===== src/rtl/fifo_arb_pkg.sv =====
// Shared types and helpers for the fifo write-port arbiter.
package fifo_arb_pkg;

  typedef enum logic [0:0] {
    ARB_IDLE  = 1'b0,
    ARB_GRANT = 1'b1
  } arb_state_e;

  // Index width that stays legal when there is only one requester.
  function automatic int idx_width(input int n);
    return (n <= 1) ? 1 : $clog2(n);
  endfunction

endpackage


===== src/rtl/rr_priority_pick.sv =====
// Rotating priority encoder: first set bit of req_i scanning from ptr_i upward, wrapping at N.
module rr_priority_pick
  import fifo_arb_pkg::*;
#(
  parameter int N  = 4,
  parameter int IW = idx_width(N)
) (
  input  logic [N-1:0]  req_i,
  input  logic [IW-1:0] ptr_i,
  output logic          found_o,
  output logic [IW-1:0] idx_o
);

  int pos;

  // Explicit wrap compare so non-power-of-two N never aliases onto a missing requester.
  always_comb begin
    found_o = 1'b0;
    idx_o   = '0;
    pos     = 0;
    for (int k = 0; k < N; k++) begin
      pos = int'(ptr_i) + k;
      if (pos >= N) pos = pos - N;
      if (!found_o && req_i[pos]) begin
        found_o = 1'b1;
        idx_o   = IW'(pos);
      end
    end
  end

endmodule


===== src/rtl/fifo_wr_arbiter.sv =====
// Round-robin arbiter sharing one fifo write port among NUM_REQ valid/ready producers.
// Define FIFO_ARB_PKT_EN for packet mode: grants are held until an accepted beat with req_last set.
module fifo_wr_arbiter
  import fifo_arb_pkg::*;
#(
  parameter int WIDTH     = 32,
  parameter int NUM_REQ   = 4,
  parameter int MAX_BURST = 8,
  localparam int IW       = idx_width(NUM_REQ)
) (
  input  logic                     clk,
  input  logic                     rst_in,
  input  logic [NUM_REQ*WIDTH-1:0] req_data,
  input  logic [NUM_REQ-1:0]       req_valid,
  output logic [NUM_REQ-1:0]       req_ready,
`ifdef FIFO_ARB_PKT_EN
  input  logic [NUM_REQ-1:0]       req_last,
  output logic                     out_last,
`endif
  output logic [WIDTH-1:0]         out_data,
  output logic                     out_valid,
  input  logic                     out_ready,
  output logic [IW-1:0]            grant_idx,
  output logic                     busy
);

  arb_state_e    state_q, state_d;
  logic [IW-1:0] grant_q, grant_d;
  logic [IW-1:0] rr_ptr_q, rr_ptr_d;
  logic [IW-1:0] next_ptr;
  logic          pick_found;
  logic [IW-1:0] pick_idx;
  logic          g_valid, g_accept, release_w;

`ifndef FIFO_ARB_PKT_EN
  localparam int CW = $clog2(MAX_BURST + 1);
  logic [CW-1:0] beat_cnt_q, beat_cnt_d;
`endif

  rr_priority_pick #(.N(NUM_REQ), .IW(IW)) u_pick (
    .req_i   (req_valid),
    .ptr_i   (rr_ptr_q),
    .found_o (pick_found),
    .idx_o   (pick_idx)
  );

  assign busy     = (state_q == ARB_GRANT);
  assign g_valid  = req_valid[grant_q];
  assign g_accept = busy && g_valid && out_ready;
  assign next_ptr = (grant_q == IW'(NUM_REQ - 1)) ? '0 : grant_q + IW'(1);

`ifdef FIFO_ARB_PKT_EN
  // A packet is never interleaved: only its last accepted beat ends the grant.
  assign release_w = g_accept && req_last[grant_q];
  assign out_last  = busy && req_last[grant_q];
`else
  assign release_w = !g_valid || (g_accept && beat_cnt_q == CW'(MAX_BURST - 1));
`endif

  always_comb begin
    state_d  = state_q;
    grant_d  = grant_q;
    rr_ptr_d = rr_ptr_q;
`ifndef FIFO_ARB_PKT_EN
    beat_cnt_d = beat_cnt_q;
`endif
    case (state_q)
      ARB_IDLE: begin
        if (pick_found) begin
          grant_d = pick_idx;
          state_d = ARB_GRANT;
`ifndef FIFO_ARB_PKT_EN
          beat_cnt_d = '0;
`endif
        end
      end
      ARB_GRANT: begin
        if (release_w) begin
          state_d  = ARB_IDLE;
          rr_ptr_d = next_ptr;
`ifndef FIFO_ARB_PKT_EN
          beat_cnt_d = '0;
`endif
        end
`ifndef FIFO_ARB_PKT_EN
        else if (g_accept) begin
          beat_cnt_d = beat_cnt_q + CW'(1);
        end
`endif
      end
      default: state_d = ARB_IDLE;
    endcase
  end

  always_ff @(posedge clk) begin
    if (rst_in) begin
      state_q  <= ARB_IDLE;
      grant_q  <= '0;
      rr_ptr_q <= '0;
`ifndef FIFO_ARB_PKT_EN
      beat_cnt_q <= '0;
`endif
    end else begin
      state_q  <= state_d;
      grant_q  <= grant_d;
      rr_ptr_q <= rr_ptr_d;
`ifndef FIFO_ARB_PKT_EN
      beat_cnt_q <= beat_cnt_d;
`endif
    end
  end

  // Handshake is masked during reset so no beat slips through while the grant is being dropped.
  assign grant_idx = grant_q;
  assign out_data  = req_data[int'(grant_q)*WIDTH +: WIDTH];
  assign out_valid = !rst_in && busy && g_valid;

  always_comb begin
    req_ready = '0;
    if (!rst_in && busy) req_ready[grant_q] = out_ready;
  end

endmodule

===== config.mk =====
export PLATFORM = sky130hd
export DESIGN_NAME = fifo_wr_arbiter
export DESIGN_NICKNAME = d
export VERILOG_FILES = /design/src/rtl/fifo_arb_pkg.sv /design/src/rtl/rr_priority_pick.sv /design/src/rtl/fifo_wr_arbiter.sv
export SDC_FILE = /design/constraint.sdc
export NUM_CORES = 1
export LEC_CHECK = 0
export BUFFER_PORTS_ARGS = -buffer_cell sky130_fd_sc_hd__buf_2
export CORE_AREA = 2 2 67 69
export CTS_BUF_LIST = sky130_fd_sc_hd__clkbuf_2
export CTS_CLUSTER_SIZE = 12
export DETAILED_ROUTE_END_ITERATION = 10
export DIE_AREA = 0 0 69 71
export PLACE_DENSITY = 0.79
export SYNTH_ARGS = -nofsm -noshare
export SYNTH_HDL_FRONTEND = slang
export SYNTH_HIERARCHICAL = 1
export SYNTH_SLANG_ARGS = --single-unit

===== constraint.sdc =====
create_clock -name clk -period 2 [get_ports clk]
set_input_delay 0.2 -clock clk [delete_from_list [all_inputs] [get_ports clk]]
set_output_delay 0.2 -clock clk [all_outputs]
set_load 0.1 [all_outputs]

==> results of run 1 <==
==> repair_timing <==
item | 4_1_cts | 5_1_grt
resized for setup | 0 | 20
setup endpoints to repair | 0 | 23
setup buffers | 0 | 0
==> metrics by stage <==
step	hold WS [ps]	utilization (%)	instances	instance area [sq um]
after detailed placement	456	55.3	332	2330
after CTS	167	55.8	336	2350
final	181	57.0	336	2400
after global placement	463	55.3	332	2330
after global routing	195	57.0	336	2400
after floorplan	263	-	111	1370
==> layout make-up <==
class | instances | area share (%)
Timing Repair Buffer | 177 | 41.2
Inverter | 7 | 1.10
Clock buffer | 4 | 0.835
Multi-Input combinational cell | 87 | 46.3
Tap cell | 52 | 2.71
Sequential cell | 9 | 7.88
==> layer usage <==
metal	part of all wire, %	up-vias	global-route usage [%]
met5	0	-	0
met4	3.6	0	8.93
met3	6.7	18	3.85
met2	52	92	37.2
met1	37	821	27.0
li1	-	803	-
==> sequential cells by signal, summed over array words and instances, names as in the netlist <==
name,flops
grant_idx,2
rr_ptr_q,2
busy,1
beat_cnt_q,4
==> final timing paths <==
kind,endpoint,startpoint
worst min register to register,beat_cnt_q[3],beat_cnt_q[3]
worst min-delay path,grant_idx[0],rst_in
worst max register to register,rr_ptr_q[1],grant_idx[0]
worst max-delay path,out_data[28],grant_idx[1]
==> cells in the final DEF (no fill, tap or decap) <==
cell type    n
dfxtp_4      2
mux4_2      33
and2_2       1
a221o_1      1
clkbuf_4    19
and3_2       4
dfxtp_1      6
or2_2        1
mux2i_1      3
buf_6        1
buf_2      153
nor2b_1      3
ha_1         5
nand2b_1     1
o21ai_0      2
nand4b_1     1
inv_1        6
nand3_1      1
o221ai_1     1
buf_4        1
o2111ai_1    1
a31oi_1      2
xnor2_1      3
inv_2        1
clkbuf_2     4
dfxtp_2      1
a21oi_1      8
buf_12       3
nor2_1      14
a21boi_2     2
==> cell families (layout without fill, tap and decap cells) <==
| group | after synthesis | in the layout | share of synthesized area (%) |
|---|---|---|---|
| adders and majority gates | 5 | 5 | 4.63 |
| DFF | 9 | 9 | 13.3 |
| AOI/OAI and AO/OA | 17 | 17 | 8.33 |
| xor gates and xnor gates | 3 | 3 | 1.94 |
| buffers and inverters | 15 | 188 | 5.00 |
| muxes | 36 | 36 | 57.2 |
| and+or+nand+nor | 26 | 26 | 9.54 |
==> where the power goes <==
part / switching, uW / leakage [uW] / total, uW / internal [uW]
clock: 65.6 / 0.0000166 / 119 / 53.1
combinational: 804 / 0.00108 / 1130 / 327
sequential: 19.8 / 0.0000750 / 208 / 189
==> worst reg2reg max path, delay by kind of cell, from the launching register on <==
family,cells,cell delay [ps]
DFF,1,390
AOI/OAI and AO/OA,1,250
muxes,2,820
and+or+nand+nor,1,50
==> results by group, run 1 <==
Outcome
  – Outcome: finished clean

Yosys
  – Number of synthesized flops with an enable pin: 0
  – Syn nets: about 250
  – Largest area contributor in the netlist: mux4_2
  – Most common cell in the synthesized netlist: mux4_2
  – Synth area leaders: mux4_2, dfxtp_1, ha_1
  – Top cells by count, synth: mux4_2, nor2_1, dfxtp_1
  – Main synth FF type: dfxtp_1
  – Mapped Area: 1350 sq um
  – Register area share after synthesis: about an eighth
  – Yosys top cell area share: 55.0%
  – Yosys cell types: 26
  – Seq cells post-synth: 9
  – Mapped Cells: approximately 110
  – Syn_area_per_cell: approximately 12 sq um
  – Ys async rst share: 0%
  – Synth Warn #: 6

Layout
  – Filler instances: approximately 390
  – Share of layout cells above drive strength 1: about four fifths
  – Final net count: around 430
  – Multi-input logic area: approximately 1100 sq um
  – Ant diodes: 0
  – Synth-to-layout area growth: 77.4%
  – Register area: about 190 sq um

Clock tree
  – Clock Sinks: 9
  – H-tree depth: 1
  – Hold Buf Count CTS: 0
  – CTS tree: built
  – Max clock buf depth: 2
  – CTS Buf Count: 3
  – Clk root buf: clkbuf_2
  – Clock latency on the worst-skew pair: ~260 ps
  – Clk slew on worst S/H paths: ~100 ps

Worst setup path
  – Crit Path Class: register to primary output
  – Reg2Reg Depth: 4
  – Setup crit start kind: register
  – Worst-path cell chain: buf_4, mux4_2, clkbuf_4
  – Worst EP required: 1800 ps
  – Arr. time, crit path: 1760 ps
  – Reg2Reg Setup Slack: about 400 ps
  – Max stage delay on crit path: between 500 and 600 ps
  – WP buf/inv: 2
  – Worst-path maximum fanout: 20
  – CP max-delay cell: dfxtp_4
  – Stages on the worst setup path: 3
  – Crit path max-delay family: buffers and inverters
  – CP Capture Type: primary output

GRT
  – GRT Total Usage: a little over a fifth
  – First-pass GRT wire length: ~8.6 mm
  – Vias in the first global route: ~1800
  – Initial antenna violation count: 1
  – Total gr overflow: 0
  – Largest net degree at the start of global routing: 24

Drt
  – Via density: about 5.2
  – Total routed wirelength: about 5.5 mm
  – Drc violations: 0
  – Iteration-0 DRC Markers: 43
  – Routed via count: around 1700
  – Initial DRT Pass Iterations: 4
  – DRT antenna net count: 0
  – Wire per inst: between 15 and 20 um

Timing
  – Slew @ Worst Pin: ~490 ps
  – Sum Neg Setup Slack: 0 ps
  – Fmax: roughly 0.51 GHz
  – Final hold violation count: 0
  – Slew Viols, Final: 0
  – Worst Slack Setup Final: around 39 ps
  – Max Clock Skew: around 12 ps
  – Slew Limit Headroom: 67.4%
  – Final min period: ~2000 ps
  – Final setup fails: 0
  – Fraction of the cycle the final worst path needs: a little under 100%

Power
  – Power Dens Cells: 608 nW/um^2
  – Worst vdd ir: 0.393 mV
  – Final Power: 1460 uW
  – Lkg Pwr: between 0.001 and 0.0015 uW

Job
  – Total of max-cap violations: 0

Place
  – HPWL after DPL: 4.80 mm
  – Pre-CTS WS: 319 ps
  – I/O Buffers: 174
  – Routability cong.: about 0.86

Min path
  – Hold depth: 2
  – Tightest Hold Check Type: primary input to register

Floorplanning
  – Full die area: 4900 sq um
  – Row count: 24
  – Die Y: just over 70 um
  – Die W: approximately 70 um
  – Starting Density: about a third
  – Core Region: around 4200 sq um
  – Ports: roughly 180
No activity file was read; power rests on OpenSTA's default activity.
==> inputs of run 2 (changes only) <==
--- a/config.mk
+++ b/config.mk
@@ -6,12 +6,13 @@
 export NUM_CORES = 1
 export LEC_CHECK = 0
 export BUFFER_PORTS_ARGS = -buffer_cell sky130_fd_sc_hd__buf_2
-export CORE_AREA = 2 2 67 69
+export CELL_PAD_IN_SITES_DETAIL_PLACEMENT = 1
+export CELL_PAD_IN_SITES_GLOBAL_PLACEMENT = 2
+export CORE_UTILIZATION = 16
 export CTS_BUF_LIST = sky130_fd_sc_hd__clkbuf_2
 export CTS_CLUSTER_SIZE = 12
 export DETAILED_ROUTE_END_ITERATION = 10
-export DIE_AREA = 0 0 69 71
-export PLACE_DENSITY = 0.79
+export PLACE_DENSITY = 0.8
 export SYNTH_ARGS = -nofsm -noshare
 export SYNTH_HDL_FRONTEND = slang
 export SYNTH_HIERARCHICAL = 1
==> results by group, run 2 (same netlist as run 1, synthesis figures left out) <==
Outcome
  – Outcome: finished clean

Min path
  – Tightest Hold Check Type: primary input to register

Worst setup path
  – Arr. time, crit path: around 1700 ps
  – Crit Path Class: register to primary output
  – Worst-path cell chain: buf_12, mux4_2, buf_2
  – WP buf/inv: 2
  – Worst-path maximum fanout: 24
  – Max stage delay on crit path: between 500 and 600 ps
  – Crit path max-delay family: multiplexers
  – Worst EP required: around 1800 ps
  – Setup crit start kind: register
  – Reg2Reg Setup Slack: between 300 and 400 ps
  – CP max-delay cell: mux4_2
  – CP Capture Type: primary output

Drt
  – Via density: roughly 4.5
  – DRT antenna net count: 0
  – Drc violations: 0
  – Wire per inst: 16.6 um
  – Initial DRT Pass Iterations: 4
  – Total routed wirelength: between 6 and 7 mm
  – Iteration-0 DRC Markers: 35
  – Routed via count: approximately 1700

Power
  – Worst vdd ir: ~0.15 mV
  – Power Dens Cells: 595 nW/um^2
  – Final Power: between 1000 and 1500 uW
  – Lkg Pwr: approximately 0.0012 uW

Layout
  – Util after Layout: about 30%
  – Most frequent cells in the layout: buf_2, mux4_2, nor2_1
  – Final std cells w/o fill: 391
  – Fin area: between 2000 and 2500 sq um
  – Share of layout cells above drive strength 1: around four fifths
  – Biggest register: beat_cnt_q
  – Final net count: around 430
  – Commonest non-fill, non-tap cell in the layout: buf_2
  – Max FFs per register: 4
  – Synth-to-layout area growth: 80.2%

Timing
  – Final setup fails: 0
  – Sum Neg Setup Slack: 0 ps
  – Fraction of the cycle the final worst path needs: 96.3%
  – RSZ-0062 raised after global routing: no
  – Max Clock Skew: ~0.96 ps
  – Final min period: approximately 1900 ps
  – Slew @ Worst Pin: roughly 510 ps
  – Final hold violation count: 0
  – Slew Viols, Final: 0
  – Fmax: around 0.52 GHz
  – Slew Limit Headroom: between 60% and 70%

GRT
  – Initial antenna violation count: 2
  – GR Util met1: about 15%
  – GR Util met3: ~3.6%
  – Vias in the first global route: 1857
  – GRT Total Usage: 13.9%
  – First-pass GRT wire length: between 9 and 10 mm
  – Most used routing layer: met2
  – Largest net degree at the start of global routing: 26
  – GR Util met2: 26.8%
  – Total gr overflow: 0

Floorplanning
  – Die Y: ~94 um
  – Die W: ~94 um
  – Starting Density: between 15 and 20%
  – Full die area: just under 9000 sq um
  – Ports: ~180
  – Row count: 33
  – Core Region: a little over 8000 sq um

Place
  – HPWL after DPL: between 5 and 6 mm
  – Placed insts: just under 400
  – Routability cong.: 0.794
  – Placed Area: between 2000 and 2500 sq um
  – I/O Buffers: 174

Clock tree
  – Hold Buf Count CTS: 0
  – Post-CTS Setup Bufs: 0
  – Clk root buf: clkbuf_2
  – CTS resizes: 0
  – CTS tree: built
  – H-tree depth: 1
  – Clock latency on the worst-skew pair: about 250 ps
  – Clock Sinks: 9
  – Max clock buf depth: 2
  – CTS Buf Count: 3
  – Clk slew on worst S/H paths: approximately 90 ps

Job
  – Total of max-cap violations: 0
-- run 2: cell types whose count changed in the layout (fill, tap and decap cells not counted), sizes merged --
cell,previous run,this run
buf,158,175
diode,0,2
clkbuf,23,6
-- run 2: per-stage QoR --
step                setup WS, ps  hold slack [ps]
CTS                         43.5              193
global placement             348              467
detailed placement           344              479
finish                      74.0              206
global route                1.85              199
floorplan                  -27.3              263
-- run 2: layer usage --
layer  share of wire (%)  up-vias
met5                   0        -
met4                 2.3        0
met3                 9.1       13
met2                  52       85
met1                  37      843
li1                    -      802
-- run 2: final cells by class --
class / count / area (sq um)
Fill cell: 1001 / 5740
Multi-Input combinational cell: 87 / 1110
Timing Repair Buffer: 177 / 953
Sequential cell: 9 / 189
Tap cell: 105 / 131
Inverter: 7 / 26.3
Clock buffer: 4 / 20.0
Antenna cell: 2 / 5.00
-- run 2: final timing paths --
| check | startpoint | endpoint | cells past startpoint |
|---|---|---|---|
| worst max-delay path | grant_idx[0] | out_data[29] | 3 |
| worst max register to register | grant_idx[0] | beat_cnt_q[1] | 3 |
| worst min register to register | beat_cnt_q[3] | beat_cnt_q[3] | 2 |
| worst min-delay path | rst_in | grant_idx[1] | 2 |
-- run 2: report_power, final --
group	total [uW]	switching, uW	leakage (uW)	internal, uW
Sequential	206	17.9	0.0000750	189
Clock	121	67.9	0.0000166	53.1
Combinational	1120	813	0.00107	309
-- run 2: worst reg2reg max path, delay by kind of cell (launching register included) --
kind | cells | cell delay, ps
AOI/OAI and AO/OA | 1 | 450
DFF | 1 | 380
muxes | 1 | 590
and+or+nand+nor | 1 | 100
==> inputs of run 3 (changes only) <==
==> constraint.sdc (replaced) <==
create_clock -name clk -period 1.8 [get_ports clk]
set_input_delay 0.18 -clock clk [delete_from_list [all_inputs] [get_ports clk]]
set_output_delay 0.18 -clock clk [all_outputs]
set_load 0.1 [all_outputs]
==> results by group, run 3 (same netlist as run 1, synthesis figures left out) <==
GRT
  – GRT Total Usage: about an eighth
  – First-pass GRT wire length: 8.42 mm
  – Vias in the first global route: ~1700
  – Largest net degree at the start of global routing: 21
  – Total gr overflow: 0
  – Initial antenna violation count: 0

Place
  – Placed insts: about 390
  – I/O Buffers: 174
  – HPWL after DPL: 5.70 mm
  – Placed Area: around 2400 sq um
  – Pre-CTS WS: about 120 ps
  – Routability cong.: 0.724

Layout
  – Fin area: around 2700 sq um
  – Final net count: 430
  – Util after Layout: about a third
  – Share of layout cells above drive strength 1: between 70% and 80%
  – Max FFs per register: 4
  – Final std cells w/o fill: between 300 and 400
  – Commonest non-fill, non-tap cell in the layout: buf_2
  – Ant diodes: 0
  – Most frequent cells in the layout: buf_2, mux4_2, buf_6
  – Filler instances: approximately 970
  – Biggest register: beat_cnt_q
  – Synth-to-layout area growth: 102%

Timing
  – Worst Slack Setup Final: between 15 and 20 ps
  – Slew @ Worst Pin: ~490 ps
  – Final hold violation count: 0
  – RSZ-0062 raised after global routing: yes
  – Max Clock Skew: 5.63 ps
  – Slew Viols, Final: 0
  – Final min period: between 1500 and 2000 ps
  – Fraction of the cycle the final worst path needs: between 90% and 100%
  – Final setup fails: 0
  – Slew Limit Headroom: between 60% and 70%
  – Fmax: around 0.56 GHz

Power
  – Sw frac: between 50 and 60%
  – Clock share of power: roughly 7%
  – Worst vdd ir: ~0.25 mV
  – Comb power frac: 80.0%
  – Seq pwr share: 12.9%
  – Power Dens Cells: around 650 nW/um^2
  – Lkg Pwr: about 0.0013 uW
  – Internal power: 751 uW
  – Switching pwr: just over 1000 uW

Worst setup path
  – Worst-path maximum fanout: 10
  – Crit Path Class: register to primary output
  – Setup crit start kind: register
  – Worst EP required: about 1600 ps
  – Arr. time, crit path: about 1600 ps
  – CP Capture Type: primary output

Job
  – Total of max-cap violations: 0

Drt
  – DRT antenna net count: 0
  – Via density: 4.44
  – Total routed wirelength: between 6 and 7 mm
  – Iteration-0 DRC Markers: 29
  – Wire per inst: roughly 16 um
  – Routed via count: approximately 1700
  – Drc violations: 0
  – Initial DRT Pass Iterations: 4

Clock tree
  – H-tree depth: 1
  – Clock Sinks: 9
  – Clock latency on the worst-skew pair: ~240 ps
  – Clk slew on worst S/H paths: 90 ps
  – Max clock buf depth: 2
  – CTS Buf Count: 3
  – CTS tree: built
  – Clk root buf: clkbuf_2

Floorplanning
  – Die Y: between 90 and 100 um
  – Core Region: around 8000 sq um
  – Die W: between 90 and 100 um
  – Full die area: ~9000 sq um
  – Ports: 175
  – Starting Density: 16.5%
  – Row count: 33

Outcome
  – Outcome: finished clean

Min path
  – Tightest Hold Check Type: primary input to register
-- run 3: worst paths after layout --
check / slack, ps / to / cells after the start / startpoint
worst max-delay path: 20 / out_data[26] / 3 / grant_idx[0]
worst min-delay path: 190 / grant_idx[0] / 2 / rst_in
worst max register to register: 90 / beat_cnt_q[1] / 5 / grant_idx[0]
worst min register to register: 540 / beat_cnt_q[1] / 2 / beat_cnt_q[1]
-- run 3: repair_timing --
action,4_1_cts,5_1_grt
hold endpoints to repair,0,0
resized for setup,53,22
setup endpoints to repair,37,35
cloned,0,1
hold buffers,0,0
buffers inserted,1,0
-- run 3: cell type report --
class / count / area, sq um / area share (%)
clock buffers: 4 / 20.0 / 0.732
multi-input cells: 87 / 1110 / 40.6
inverters: 7 / 26.3 / 0.960
well taps: 105 / 131 / 4.80
flip-flops and latches: 9 / 189 / 6.90
repair buffers: 182 / 1260 / 46.0
-- run 3: critical path, cell delays in order (launching register included) --
cell and delay (ps):
dfxtp_4 420, buf_12 170, mux4_2 560, buf_8 200
-- run 3: through the flow --
step           TNS [ps]  power (uW)  hold WS, ps
2_1_floorplan     -1480        1230          243
3_3_place_gp          0        1480          446
3_5_place_dp          0        1500          453
4_1_cts           -49.5        1730          188
5_1_grt            -594        1850          176
6_report              0        1770          189
-- run 3: metal layers --
metal | vias to the layer above | wire, um | GRT usage (%)
met5 | - | 0 | 0
li1 | 811 | - | -
met2 | 72 | 3600 | 23.4
met1 | 864 | 2470 | 14.8
met3 | 2 | 380 | 1.38
met4 | 0 | 23 | 1.92
-- run 3: power groups by stage --
| stage | combinational (uW) | sequential (uW) | clock (uW) |
|---|---|---|---|
| after floorplan | 962 | 264 | 0 |
| after global placement | 1250 | 229 | 0 |
| after detailed placement | 1270 | 230 | 0 |
| after CTS | 1370 | 226 | 132 |
| after global routing | 1470 | 231 | 147 |
| final | 1420 | 228 | 126 |
